File: src/rtl/panel_input_conditioner_pkg.sv
// Shared definitions for the panel input conditioner: controller state
// encoding, credit limits and default parameter values.
package panel_input_conditioner_pkg;

  localparam int unsigned STATE_W                 = 3;
  localparam int unsigned CREDIT_W                = 4;
  localparam int unsigned DEB_CNT_W               = 4;
  localparam int unsigned CREDIT_MAX              = 15;
  localparam int unsigned COIN_PRICE_DEFAULT      = 3;
  localparam int unsigned DEBOUNCE_CYCLES_DEFAULT = 4;

  // Controller state encoding; ST_IDLE must stay at zero.
  typedef enum logic [STATE_W-1:0] {
    ST_IDLE  = 3'd0,
    ST_FILL  = 3'd1,
    ST_WASH  = 3'd2,
    ST_RINSE = 3'd3,
    ST_SPIN  = 3'd4,
    ST_DRAIN = 3'd5,
    ST_DONE  = 3'd6,
    ST_FAULT = 3'd7
  } state_t;

  // Credit increment that holds at CREDIT_MAX.
  function automatic logic [CREDIT_W-1:0] credit_sat_inc(input logic [CREDIT_W-1:0] c);
    return (c == CREDIT_W'(CREDIT_MAX)) ? c : c + CREDIT_W'(1);
  endfunction

endpackage

File: src/rtl/panel_input_conditioner_debouncer.sv
// Two-flop synchronizer followed by a stability counter.
// Ports:
//   clock   - rising-edge clock
//   reset_n - asynchronous active-low reset
//   raw     - asynchronous, possibly bouncing input
//   level   - debounced level (registered)
module panel_input_conditioner_debouncer
  import panel_input_conditioner_pkg::*;
#(
  parameter int unsigned DEBOUNCE_CYCLES = DEBOUNCE_CYCLES_DEFAULT
) (
  input  logic clock,
  input  logic reset_n,
  input  logic raw,
  output logic level
);

  logic                 sync0_q;
  logic                 sync1_q;
  logic [DEB_CNT_W-1:0] cnt_q;
  logic [DEB_CNT_W-1:0] cnt_d;
  logic                 level_q;
  logic                 level_d;

  // Metastability guard.
  always_ff @(posedge clock or negedge reset_n) begin
    if (!reset_n) begin
      sync0_q <= 1'b0;
      sync1_q <= 1'b0;
    end else begin
      sync0_q <= raw;
      sync1_q <= sync0_q;
    end
  end

  // Count cycles of disagreement; the count is compared before the
  // increment so a level held from edge k lands at edge k+2+DEBOUNCE_CYCLES.
  always_comb begin
    cnt_d   = cnt_q;
    level_d = level_q;
    if (sync1_q == level_q) begin
      cnt_d = '0;
    end else if (cnt_q == DEB_CNT_W'(DEBOUNCE_CYCLES)) begin
      level_d = sync1_q;
      cnt_d   = '0;
    end else begin
      cnt_d = cnt_q + DEB_CNT_W'(1);
    end
  end

  always_ff @(posedge clock or negedge reset_n) begin
    if (!reset_n) begin
      cnt_q   <= '0;
      level_q <= 1'b0;
    end else begin
      cnt_q   <= cnt_d;
      level_q <= level_d;
    end
  end

  assign level = level_q;

endmodule

File: src/rtl/panel_input_conditioner.sv
// Conditions the lid, coin and cancel panel inputs: debounces them, keeps
// the coin credit, and issues cancel / refund pulses.
// Ports:
//   clock, reset_n  - rising-edge clock, asynchronous active-low reset
//   raw_Lid/Coin/Cancel - raw asynchronous switch inputs
//   state           - current controller state (state_t encoding)
//   sig_Lid_Closed  - debounced lid level
//   sig_Coin        - high while credit covers the price
//   sig_Cancel      - one-cycle pulse per debounced cancel press
//   coin_Refund     - one-cycle pulse when credit is returned
//   refund_Count    - coins returned while coin_Refund is high, else 0
//   credit          - current coin credit
// sig_Cancel, coin_Refund, refund_Count and sig_Coin are decoded from
// registered state in the same cycle as the event they report.
module panel_input_conditioner
  import panel_input_conditioner_pkg::*;
#(
  parameter int unsigned DEBOUNCE_CYCLES = DEBOUNCE_CYCLES_DEFAULT,
  parameter int unsigned COIN_PRICE      = COIN_PRICE_DEFAULT
) (
  input  logic                clock,
  input  logic                reset_n,
  input  logic                raw_Lid,
  input  logic                raw_Coin,
  input  logic                raw_Cancel,
  input  logic [STATE_W-1:0]  state,
  output logic                sig_Lid_Closed,
  output logic                sig_Coin,
  output logic                sig_Cancel,
  output logic                coin_Refund,
  output logic [CREDIT_W-1:0] refund_Count,
  output logic [CREDIT_W-1:0] credit
);

  localparam logic [STATE_W-1:0]  IDLE_CODE = ST_IDLE;
  localparam logic [CREDIT_W-1:0] PRICE     = CREDIT_W'(COIN_PRICE);

  logic                deb_lid;
  logic                deb_coin;
  logic                deb_cancel;
  logic                coin_q;
  logic                cancel_q;
  logic [STATE_W-1:0]  prev_state_q;
  logic [CREDIT_W-1:0] credit_q;
  logic [CREDIT_W-1:0] credit_d;
  logic [CREDIT_W-1:0] credit_inc_c;
  logic                coin_rise_c;
  logic                cancel_rise_c;
  logic                in_idle_c;
  logic                idle_exit_c;
  logic                refund_c;

  panel_input_conditioner_debouncer #(.DEBOUNCE_CYCLES(DEBOUNCE_CYCLES)) u_deb_lid (
    .clock   (clock),
    .reset_n (reset_n),
    .raw     (raw_Lid),
    .level   (deb_lid)
  );

  panel_input_conditioner_debouncer #(.DEBOUNCE_CYCLES(DEBOUNCE_CYCLES)) u_deb_coin (
    .clock   (clock),
    .reset_n (reset_n),
    .raw     (raw_Coin),
    .level   (deb_coin)
  );

  panel_input_conditioner_debouncer #(.DEBOUNCE_CYCLES(DEBOUNCE_CYCLES)) u_deb_cancel (
    .clock   (clock),
    .reset_n (reset_n),
    .raw     (raw_Cancel),
    .level   (deb_cancel)
  );

  // Edge detection, credit arithmetic and refund decision.
  always_comb begin
    coin_rise_c   = deb_coin & ~coin_q;
    cancel_rise_c = deb_cancel & ~cancel_q;
    in_idle_c     = (state == IDLE_CODE);
    idle_exit_c   = (prev_state_q == IDLE_CODE) && !in_idle_c;
    credit_inc_c  = coin_rise_c ? credit_sat_inc(credit_q) : credit_q;
    refund_c      = cancel_rise_c && in_idle_c && (credit_inc_c != '0);
    credit_d      = credit_inc_c;
    if (refund_c) begin
      credit_d = '0;
    end else if (idle_exit_c && (credit_inc_c >= PRICE)) begin
      credit_d = credit_inc_c - PRICE;
    end
  end

  // Edge-detect history, previous controller state and credit.
  always_ff @(posedge clock or negedge reset_n) begin
    if (!reset_n) begin
      coin_q       <= 1'b0;
      cancel_q     <= 1'b0;
      prev_state_q <= IDLE_CODE;
      credit_q     <= '0;
    end else begin
      coin_q       <= deb_coin;
      cancel_q     <= deb_cancel;
      prev_state_q <= state;
      credit_q     <= credit_d;
    end
  end

  assign sig_Lid_Closed = deb_lid;
  assign sig_Coin       = (credit_q >= PRICE);
  assign sig_Cancel     = cancel_rise_c;
  assign coin_Refund    = refund_c;
  assign refund_Count   = refund_c ? credit_inc_c : '0;
  assign credit         = credit_q;

endmodule

File: config.mk
export PLATFORM = sky130hd
export DESIGN_NAME = panel_input_conditioner
export DESIGN_NICKNAME = d
export VERILOG_FILES = /design/src/rtl/panel_input_conditioner_pkg.sv /design/src/rtl/panel_input_conditioner_debouncer.sv /design/src/rtl/panel_input_conditioner.sv
export SDC_FILE = /design/constraint.sdc
export NUM_CORES = 1
export LEC_CHECK = 0
export CAP_MARGIN = 0
export CORE_UTILIZATION = 35
export CTS_BUF_LIST = sky130_fd_sc_hd__clkbuf_8 sky130_fd_sc_hd__clkbuf_16
export DETAILED_ROUTE_END_ITERATION = 7
export GPL_TIMING_DRIVEN = 0
export SLEW_MARGIN = 10
export SYNTH_ARGS = -nofsm -noshare
export SYNTH_HDL_FRONTEND = slang
export SYNTH_SLANG_ARGS = --single-unit
File: constraint.sdc
create_clock -name clock -period 3.77 [get_ports clock]
set_input_delay 0.377 -clock clock [delete_from_list [all_inputs] [get_ports clock]]
set_output_delay 0.377 -clock clock [all_outputs]
set_load 0.02 [all_outputs]
## Word level (Yosys, flattened, before mapping)

Index checks and enable logic that the tools add are counted.

| word-level totals | value |
|---|---|
| flip-flop bits (word level) | 30 |
| bits of input ports | 8 |

| cells by class | value |
|---|---|
| reductions and logical operators | 11 |
| order comparisons | 2 |
| bitwise operators | 7 |
| multiplexer cells | 11 |
| add/subtract/negate cells | 5 |
| equality and inequality tests | 7 |

Operators with widths:

| cell | count |
|---|---|
| $mux W4 | 11 |
| $add A4 B1 Y4 const B | 4 |
| $eq A4 B3 Y1 const B | 3 |
| $ge A4 B2 Y1 const B | 2 |
| $logic_not A3 Y1 | 2 |
| $reduce_and A2 Y1 | 3 |
| $not A1 Y1 | 5 |
| $eq A4 B4 Y1 const B | 1 |
| $logic_and A1 B1 Y1 | 4 |
| $reduce_bool A4 Y1 | 1 |
| $sub A4 B2 Y4 const B | 1 |
| $eq A1 B1 Y1 | 3 |
| $and A1 B1 Y1 | 2 |
| $logic_not A1 Y1 | 1 |

## Longest topological paths before layout

Gate-level depths: netlist (run 1).

| depth | value |
|---|---|
| depth after elaboration | 7 |
| depth in mapped cells | 9 |
| gate-level depth less buffers | 9 |

## Modules after synthesis

Synthesis (run 1) repeated with hierarchy kept, for this count alone.

| second synthesis, totals | value |
|---|---|
| cell total of the unflattened synthesis | 132 |
| area total of the unflattened synthesis | 1508.9 µm² |

By module, submodules not included:

| module | cells each | instances | seq. area each (µm²) | area an instance (µm²) |
|---|---|---|---|---|
| panel_input_conditioner | 57 | 1 | 225.2 | 591.8 |
| panel_input_conditioner_debouncer (u_deb_lid) | 25 | 1 | 175.2 | 312.8 |
| panel_input_conditioner_debouncer (u_deb_cancel) | 26 | 1 | 175.2 | 304.0 |
| panel_input_conditioner_debouncer (u_deb_coin) | 24 | 1 | 175.2 | 300.3 |

## Worst setup path before layout (run 1)

No wires, ideal clock.

| path | value |
|---|---|
| kind | reg2out |
| from | register credit_q[1], in the netlist credit[1] |
| to | output refund_Count[1] |
| path slack | 1362 ps |
| buffers on the path | 0 |
| cell stages (with the launch flop) | 9 |
| arrival time | 2031 ps |
| path through | dfrtp_1 > ha_1 > nand3_1 > nand2_1 > mux2_2 > inv_1 > ha_1 > a31oi_4 > and2_1 |

| between the ends | value |
|---|---|
| word-level cells in the longest chain between the ends | 6 |

Ends and longest elaborated chain:

| element | RTL line | text |
|---|---|---|
| start: declaration | panel_input_conditioner.sv:44 | `logic [CREDIT_W-1:0] credit_q;` |
| start signal: assignment | panel_input_conditioner.sv:101 | `credit_q <= credit_d;` |
| $add A4 B1 Y4 / $eq A4 B4 Y1 (equally long branches) | panel_input_conditioner_pkg.sv:26 | `return (c == CREDIT_W'(CREDIT_MAX)) ? c : c + CREDIT_W'(1);` |
| $mux W4 | panel_input_conditioner_pkg.sv:26 |  |
| $mux W4 * | panel_input_conditioner.sv:80 | `credit_inc_c = coin_rise_c ? credit_sat_inc(credit_q) : credit_q;` |
| $reduce_bool A4 Y1 * | panel_input_conditioner.sv:81 | `refund_c = cancel_rise_c && in_idle_c && (credit_inc_c != '0);` |
| $logic_and A1 B1 Y1 * | panel_input_conditioner.sv:81 |  |
| named net coin_Refund | panel_input_conditioner.sv:30 | `output logic coin_Refund,` |
| $mux W4 * | panel_input_conditioner.sv:109 | `assign refund_Count = refund_c ? credit_inc_c : '0;` |
| end: declaration | panel_input_conditioner.sv:31 | `output logic [CREDIT_W-1:0] refund_Count,` |

Mark *: on every way through the listed nets, which the timed path passes. The rest lies on a longest branch.

## Worst setup path after layout (run 1)

| path | value |
|---|---|
| from | register credit_q[0], in the netlist credit[0] |
| to | output refund_Count[1] |

| between the ends | value |
|---|---|
| word-level cells in the longest chain between the ends | 6 |

Ends and longest elaborated chain:

| element | RTL line |
|---|---|
| $add A4 B1 Y4 / $eq A4 B4 Y1 (equally long branches) | panel_input_conditioner_pkg.sv:26 |
| $mux W4 | panel_input_conditioner_pkg.sv:26 |
| $mux W4 * | panel_input_conditioner.sv:80 |
| $reduce_bool A4 Y1 | panel_input_conditioner.sv:81 |
| $logic_and A1 B1 Y1 | panel_input_conditioner.sv:81 |
| $mux W4 * | panel_input_conditioner.sv:109 |

Every way passes the cells marked *; elsewhere a longest branch is shown, timed or not.

==> impl_metrics.ini, run 1 <==
[run_status]
status = finished clean

[sta]
fin_crit_ns = 3.126
finalHoldViolations = 0
fmaxAchievable_mhz = 319.9
final_max_slew_viol_count = 0
setup_viol = 0
finalSetupTns_ns = 0
worstMarginPinSlew_ns = 0.6541
fin_crit_sh_pct = 82.91
max_slew_margin_pct = 56.39
whs_ns = 0.1293
clock_skew_ns = 0.003461
grt_setup_unrepaired = false

[route]
wirelength_met1_um = 1076
dr_wl_met2_um = 1221
ant_nets = 0
dr.pass1.iters = 4
routed_wl_um = 2486
dr.first_iter.drc_count = 55
vias = 1031
vias_per_cell = 4.933
wl_met3_um = 140
drc = 0
wl_per_cell_um = 11.89
top_layer_used = met4

[die]
coreArea_mm2 = 0.004000
io_pins = 20
die_area_mm2 = 0.004416
die_w_um = 66.45
fp-row-count = 23
die_h_um = 66.45
initial_core_util_pct = 36.35

[logic_synthesis]
netlist-cell-type-count = 31
synth_fp_nets = 149
ys.flop_type = dfrtp_1
synth_compound_area_share_pct = 8.692
syn_avg_cell_area_um2 = 11.01
ys_seq_elements = 30
synth_cells = 132
async_flop_share_pct = 100.0
synth_mux_area_share_pct = 6.196
synth_xor_area_share_pct = 2.410
synth_edf_count = 0
synth_top_family_by_area = simple AND/OR/NAND/NOR gates
yosys_warnings = 0
synth_adder_area_share_pct = 7.745
ys_seq_area_share_pct = 51.64
netlist_area_mm2 = 0.001454
synth-simple-area-share_pct = 20.48

[critical_path]
crit_family = buffers and inverters
cp.arrival_ns = 2.75
worst_setup_path_start_kind = flip-flop
crit_required_ns = 3.39
cp_num_buf_inv = 2
path_max_fanout = 6
crit_path_max_incr_delay_ns = 0.53
worstSetupPathType = reg -> out
crit_top_cell = ha_1
cp-end-kind = output port
path_cells = ha_1, nand3_1, nand2_1, mux2_2, inv_1, ha_1, a31oi_4, and2_1, clkdlybuf4s50_1
slowest_stage = clkdlybuf4s50_1

[clock_network]
insertion_delay_ns = 0.27
post-cts-setup-buffer-count = 0
htreeDepth = 2
cts_sinks = 30
cts_made_buffers = 5
cts_resized = 0
clock_path_buffers = 2
path_clk_slew_ns = 0.06
cts_hold_buf = 0
clockRootBuffer = clkbuf_8
cts_tree = yes

[pwr]
power_mw = 1.396
leakage_nw = 0.8054
powerDensity_mw_per_mm2 = 772.2
vdd_ir_drop_max_mv = 0.4013

[placement]
hpwl_um = 1859
gp_routability_congestion = 0.7171
portBuffers = 19

[global_route]
first_global_vias = 1077
grt_pass1_wl_um = 4519
grt_max_degree = 31
grt-ovfl-total = 0
track_usage_pct = 14.12
antenna_found_initial = 0

[finish]
multi_input_area_um2 = 661.9
antennaDiodeCount = 0
area_growth_pct = 24.35
nets = 175
seq_area_um2 = 750.7
fillers = 373
layout-drive-gt1-share_pct = 11.95

[job]
drv_cap = 0

[worst_hold_path]
hp-class = in -> async
worst reg2reg max path, cell delays in order, from the launching register on:
cell,delay [ns]
dfrtp_1,0.45
ha_1,0.30
nand3_1,0.14
nand2_1,0.10
xnor2_1,0.36
inv_1,0.11
ha_1,0.26
a211oi_1,0.27
nor3_1,0.09
nor3_1,0.17
cells by family (layout without fill, tap and decap cells):
logic type	after synthesis	count (layout)
AND/OR/NAND/NOR	53	53
flip-flops	30	30
AO/OA/AOI/OAI	18	18
buffers and inverters	11	38
adder cells (fa/ha/maj)	9	9
multiplexers	7	7
XOR/XNOR	4	4
state kept, by name, indices dropped and copies added (netlist names), 3 cells and up:
signal / flops
credit: 4
u_deb_coin.cnt_q: 4
u_deb_lid.cnt_q: 4
u_deb_cancel.cnt_q: 4
prev_state_q: 3
synth_stat cells, types with 3 or more instances:
master / number / area share [%]
xnor2_1: 4 / 2.4
nand2_1: 7 / 1.8
nand3b_1: 4 / 2.1
ha_1: 9 / 7.7
nor2b_1: 3 / 1.3
nor3_1: 8 / 2.8
nand2b_1: 3 / 1.3
inv_1: 11 / 2.8
dfrtp_1: 30 / 52
nor2_1: 13 / 3.4
a21oi_1: 9 / 3.1
nand3_1: 4 / 1.4
mux2_2: 6 / 4.6
cell usage in the layout, fill, tap and decap left out, types with 2 or more instances in the layout:
| cell | count |
|---|---|
| dfrtp_1 | 30 |
| nor2_1 | 13 |
| xnor2_1 | 4 |
| inv_1 | 13 |
| nand3b_1 | 4 |
| ha_1 | 9 |
| nand4_1 | 2 |
| o21ai_0 | 2 |
| nor3_1 | 8 |
| nand3_1 | 4 |
| nand2b_1 | 3 |
| a21o_2 | 2 |
| a21oi_1 | 9 |
| clkbuf_8 | 5 |
| mux2_2 | 6 |
| nand2_1 | 7 |
| nor2b_1 | 3 |
| clkdlybuf4s50_1 | 18 |
final cells by class:
| cell class | instances | share of cell area [%] |
|---|---|---|
| multi-input cells | 91 | 36.61 |
| clock buffers | 5 | 3.806 |
| repair buffers | 19 | 10.24 |
| inverters | 11 | 2.284 |
| well taps | 50 | 3.460 |
| flip-flops and latches | 30 | 41.52 |
| clock inverters | 3 | 2.076 |
where the power goes:
group | total (mW) | switching, mW | internal [mW]
clock | 0.302 | 0.110 | 0.192
sequential | 0.497 | 0.0895 | 0.407
combinational | 0.597 | 0.321 | 0.276
total | 1.40 | 0.521 | 0.875
per-layer routing:
| layer | vias up | track usage (%) |
|---|---|---|
| li1 | 506 | - |
| met1 | 487 | 15.27 |
| met2 | 33 | 23.72 |
| met3 | 5 | 5.822 |
| met4 | 0 | 6.915 |
| met5 | - | 0 |
per-stage QoR:
step	instance area [µm²]	setup slack (ns)	cells	utilization, %
final	1808	0.6443	209	45.20
after global routing	1808	0.4511	209	45.20
after CTS	1808	0.6190	209	45.20
after detailed placement	1702	0.9336	201	42.54
after global placement	1707	0.9783	201	42.67
after floorplan	1454	1.362	132	-
path summary, 6_finish.rpt:
kind                                             start                              end  slack [ns]  cells past startpoint
max in group asynchronous                      reset_n    u_deb_coin.cnt_q[3]$_DFF_PN0_        3.22                      1
max reg2reg                        credit[0]$_DFF_PN0_              credit[1]$_DFF_PN0_        1.43                      9
min reg2reg                u_deb_lid.sync0_q$_DFF_PN0_      u_deb_lid.sync1_q$_DFF_PN0_        0.36                      0
max                                credit[0]$_DFF_PN0_                  refund_Count[1]        0.64                      9
min                                            reset_n  u_deb_cancel.cnt_q[2]$_DFF_PN0_        0.13                      1
min in group clock         u_deb_lid.sync0_q$_DFF_PN0_      u_deb_lid.sync1_q$_DFF_PN0_        0.36                      0
No activity file was read; power rests on OpenSTA's default activity.
==> inputs of run 2 (changes only) <==
==> constraint.sdc (replaced) <==
create_clock -name clock -period 2.7 [get_ports clock]
set_input_delay 0.27 -clock clock [delete_from_list [all_inputs] [get_ports clock]]
set_output_delay 0.27 -clock clock [all_outputs]
set_load 0.02 [all_outputs]
==> run 2 against run 1 <==
Compared with the run above: final area is 2.3% higher; via count up 1.3%; register-to-register slack got worse by 0.83 ns; combinational power increased by 53%; first-iteration DRC count unchanged; worst setup slack got worse by 0.45 ns; largest cell class unchanged; highest routed layer unchanged.
==> impl_metrics.ini, run 2 (same netlist as run 1, synthesis figures left out) <==
[route]
dr.pass1.iters = 4
vias = 1044
dr.first_iter.drc_count = 55
routed_wl_um = 2587
ant_nets = 0
wl_per_cell_um = 12.20
drc = 0
vias_per_cell = 4.925

[critical_path]
crit_required_ns = 2.43
path_max_fanout = 6
worstSetupPathType = reg -> out
r2r_slack_ns = 0.60
cp.arrival_ns = 2.24
worst_setup_path_start_kind = flip-flop
cp-end-kind = output port

[finish]
nets = 178
layout-drive-gt1-share_pct = 17.28
fillers = 374
area_growth_pct = 27.19
antennaDiodeCount = 0
final_common_cell = dfrtp_1
fin_util_pct = 46.23
mostFrequentLayoutCells = 28 x dfrtp_1, 16 x clkdlybuf4s50_1, 13 x inv_1, 13 x nor2_1, 9 x a21oi_1
design_area_mm2 = 0.001849

[sta]
max_slew_margin_pct = 56.44
fin_crit_ns = 2.505
fmaxAchievable_mhz = 399.2
fin_crit_sh_pct = 92.78
finalHoldViolations = 0
clock_skew_ns = 0.003713
worst_slack_ns = 0.1950
grt_setup_unrepaired = false
setup_viol = 0
final_max_slew_viol_count = 0
worstMarginPinSlew_ns = 0.6534
whs_ns = 0.02186

[pwr]
vdd_ir_drop_max_mv = 0.5760
power_mw = 2.032
leakage_nw = 0.8304
powerDensity_mw_per_mm2 = 1099

[worst_hold_path]
hp-class = in -> async

[placement]
hpwl_um = 1859
gp_routability_congestion = 0.7171
portBuffers = 19
dpl_worst_slack_ns = -0.02942
place_area_mm2 = 0.001702

[clock_network]
htreeDepth = 2
insertion_delay_ns = 0.28
cts_tree = yes
clock_path_buffers = 2
cts_made_buffers = 5
clockRootBuffer = clkbuf_8
path_clk_slew_ns = 0.06
cts_sinks = 30

[run_status]
status = finished clean

[die]
die_w_um = 66.45
io_pins = 20
die_area_mm2 = 0.004416
die_h_um = 66.45
fp-row-count = 23
coreArea_mm2 = 0.004000
initial_core_util_pct = 36.35

[global_route]
grt_pass1_wl_um = 4560
antenna_found_initial = 0
track_usage_pct = 14.27
grt-ovfl-total = 0
first_global_vias = 1085
grt_max_degree = 31

[job]
drv_cap = 0
## run 2: changes by cell type in the layout (fill, tap and decap cells not counted), sizes merged
cell	before	now
clkdlybuf4s50	18	16
clkbuf	5	6
dlygate4sd2	0	1
buf	1	4
## run 2: worst paths after layout
check	from	end	cells past startpoint
min	reset_n	u_deb_cancel.cnt_q[2]$_DFF_PN0_	1
max in group asynchronous	reset_n	credit[1]$_DFF_PN0_	1
min in group clock	u_deb_coin.sync0_q$_DFF_PN0_	u_deb_coin.sync1_q$_DFF_PN0_	0
min reg2reg	u_deb_coin.sync0_q$_DFF_PN0_	u_deb_coin.sync1_q$_DFF_PN0_	0
max reg2reg	credit[1]$_DFF_PN0_	credit[1]$_DFF_PN0_	9
max	credit[1]$_DFF_PN0_	coin_Refund	8
## run 2: area by class of cell
cell class	instances	area, µm²	area share (%)
sequential	30	753.2	40.73
multi-input combinational	91	684.4	37.01
timing repair buffer	22	201.4	10.89
clock buffer	5	68.82	3.721
tap	50	62.56	3.383
inverter	11	41.29	2.233
clock inverter	3	37.54	2.030
## run 2: what timing repair did
| item | in CTS | in global routing |
|---|---|---|
| buffers inserted | 0 | 3 |
| gates resized for setup | 6 | 4 |
| pin swaps | 0 | 1 |
| hold buffers | 0 | 0 |
| endpoints found under the setup margin | 2 | 1 |
## run 2: routing by layer
| layer | vias to the layer above | share of wire, % | GRT usage, % |
|---|---|---|---|
| met4 | 0 | 1.9 | 6.915 |
| met1 | 494 | 42 | 15.05 |
| li1 | 514 | - | - |
| met2 | 31 | 51 | 24.49 |
| met3 | 5 | 5.4 | 5.822 |
| met5 | - | 0 | 0 |
## run 2: worst max-delay path, stage by stage, from the launching register on
cell and delay [ns]:
dfrtp_2 0.45, ha_4 0.19, nand3_1 0.13, nand2_2 0.10, mux2_2 0.28, inv_1 0.05, ha_1 0.20, a31oi_4 0.19
dlygate4sd2_1 0.37
## run 2: report_power, final
group,total (mW),switching (mW),internal [mW]
clock,0.422,0.154,0.268
sequential,0.696,0.124,0.572
combinational,0.914,0.476,0.438
total,2.03,0.754,1.28
## run 2: through the flow
step	std cells	setup TNS (ns)
final	212	0
after global routing	212	0
after CTS	209	0
after detailed placement	201	-0.02942
after global placement	201	0
after floorplan	132	0
==> inputs of run 3 (changes only) <==
--- a/config.mk
+++ b/config.mk
@@ -10,6 +10,7 @@
 export CTS_BUF_LIST = sky130_fd_sc_hd__clkbuf_8 sky130_fd_sc_hd__clkbuf_16
 export DETAILED_ROUTE_END_ITERATION = 7
 export GPL_TIMING_DRIVEN = 0
+export PLACE_DENSITY = 0.65
 export SLEW_MARGIN = 10
 export SYNTH_ARGS = -nofsm -noshare
 export SYNTH_HDL_FRONTEND = slang
==> run 3 against run 2 <==
Compared with the run above: routed wire length shrank 4.1%; clock-buffer cell count up 1; sequential share of layout area is the same; utilization stayed put; register-to-register slack about the same.
==> impl_metrics.ini, run 3 (same netlist as run 1, synthesis figures left out) <==
[run_status]
status = finished clean

[finish]
area_growth_pct = 27.19
fin_util_pct = 46.23
mostFrequentLayoutCells = 28 x dfrtp_1, 16 x clkdlybuf4s50_1, 13 x nor2_1
layout-drive-gt1-share_pct = 19.14
design_area_mm2 = 0.001849
final_cells = 212
final_common_cell = dfrtp_1
nets = 178
antennaDiodeCount = 0
fillers = 360

[die]
io_pins = 20
fp-row-count = 23
die_w_um = 66.45
die_area_mm2 = 0.004416
initial_core_util_pct = 36.35
coreArea_mm2 = 0.004000
die_h_um = 66.45

[critical_path]
crit_required_ns = 2.43
path_max_fanout = 6
worstSetupPathType = reg -> out
crit_family = flip-flops
slowest_stage = dfrtp_2
r2r_slack_ns = 0.60
crit_path_max_incr_delay_ns = 0.41
cp-end-kind = output port
rr_startpoint = credit[1]$_DFF_PN0_
path_cells = ha_4, nand3_2, nand2_2, mux2_2, inv_1, ha_2, a31oi_4, and2_1, dlygate4sd2_1
cp.arrival_ns = 2.33
worst-r2r-cell-count = 8
worst_setup_path_start_kind = flip-flop
cp_num_buf_inv = 2
r2r_end = credit[1]$_DFF_PN0_

[global_route]
first_global_vias = 1036
grt_max_degree = 31
antenna_found_initial = 0
grt-ovfl-total = 0
grt_pass1_wl_um = 4409
track_usage_pct = 13.64

[placement]
gp_routability_congestion = 0.8050
hpwl_um = 1767
portBuffers = 19
place_inst = 201
place_area_mm2 = 0.001702
dpl_worst_slack_ns = -0.03774

[pwr]
swShare_pct = 38.62
seqPwrFrac_pct = 35.1
internal-power_mw = 1.220
netSwitchingPower_mw = 0.7675
vdd_ir_drop_max_mv = 0.4971
power_mw = 1.987
powerDensity_mw_per_mm2 = 1075
clkPwrFrac_pct = 18.5
combPwrFrac_pct = 46.4
leakage_nw = 0.8190

[clock_network]
clockRootBuffer = clkbuf_8
insertion_delay_ns = 0.28
cts_sinks = 30
cts_made_buffers = 5
cts_tree = yes
htreeDepth = 2
path_clk_slew_ns = 0.07
clock_path_buffers = 2

[route]
dr.pass1.iters = 4
vias = 1042
ant_nets = 0
routed_wl_um = 2481
dr.first_iter.drc_count = 47
vias_per_cell = 4.915
wl_per_cell_um = 11.70
drc = 0

[sta]
final_max_slew_viol_count = 0
fmaxAchievable_mhz = 384.2
worst_slack_ns = 0.09699
whs_ns = 0.01587
fin_crit_sh_pct = 96.41
finalSetupTns_ns = 0
finalHoldViolations = 0
setup_viol = 0
fin_crit_ns = 2.603
worstMarginPinSlew_ns = 0.6373
max_slew_margin_pct = 57.51
clock_skew_ns = 0.006152

[worst_hold_path]
hp-class = in -> async

[job]
drv_cap = 0
[run 3: cell count changes in the layout (fill, tap and decap cells not counted), sizes merged]
cell         previous run  this run
inv                    13        11
bufinv                  1         0
clkinv                  0         1
clkinvlp                0         1
dlygate4sd2             1         2
[run 3: layout make-up]
type                            instances  area, µm²  area share (%)
Sequential cell                        30      753.2           40.73
Multi-Input combinational cell         91      691.9           37.42
Timing Repair Buffer                   22      205.2           11.10
Clock buffer                            6      82.58           4.466
Tap cell                               50      62.56           3.383
Inverter                               11      41.29           2.233
Clock inverter                          2      12.51          0.6766
[run 3: power by group through the flow]
stage | clock network [mW] | logic (mW) | registers, mW
final | 0.368 | 0.921 | 0.697
after global routing | 0.405 | 1.04 | 0.716
after CTS | 0.381 | 0.850 | 0.705
after detailed placement | 0 | 0.832 | 0.702
after global placement | 0 | 0.807 | 0.691
after floorplan | 0 | 0.559 | 0.719
[run 3: worst register-to-register path, delay by kind of cell (launching register included)]
family / cells / cell delay, ns
compound gates: 1 / 0.28
flops: 1 / 0.41
fa+ha+maj: 2 / 0.42
mux: 1 / 0.38
simple gates: 4 / 0.51
[run 3: worst max path at each step]
| stage | startpoint | to | slack [ns] | depth (start not counted) |
|---|---|---|---|---|
| after global routing | credit[1]$_DFF_PN0_ | refund_Count[1] | -0.009 | 9 |
| after CTS | credit[0]$_DFF_PN0_ | refund_Count[1] | 0.009 | 9 |
| after floorplan | credit[1]$_DFF_PN0_ | refund_Count[1] | 0.40 | 8 |
| after detailed placement | credit[0]$_DFF_PN0_ | refund_Count[1] | -0.04 | 9 |
| after global placement | credit[0]$_DFF_PN0_ | refund_Count[1] | 0.01 | 9 |
| final | credit[1]$_DFF_PN0_ | refund_Count[1] | 0.1 | 9 |
[run 3: repair_timing]
action / in CTS / in global routing
setup buffers: 0 / 3
setup endpoints to repair: 2 / 1
hold buffers: 0 / 0
pin swaps: 0 / 1
cloned: 0 / 0
resized for setup: 6 / 4
[run 3: metal layers]
layer	global-route usage, %	vias up	share of wire, %
met5	0	-	0
met4	7.447	0	1.7
met3	4.966	6	4.3
met2	21.17	22	49
met1	16.34	500	45
li1	-	514	-
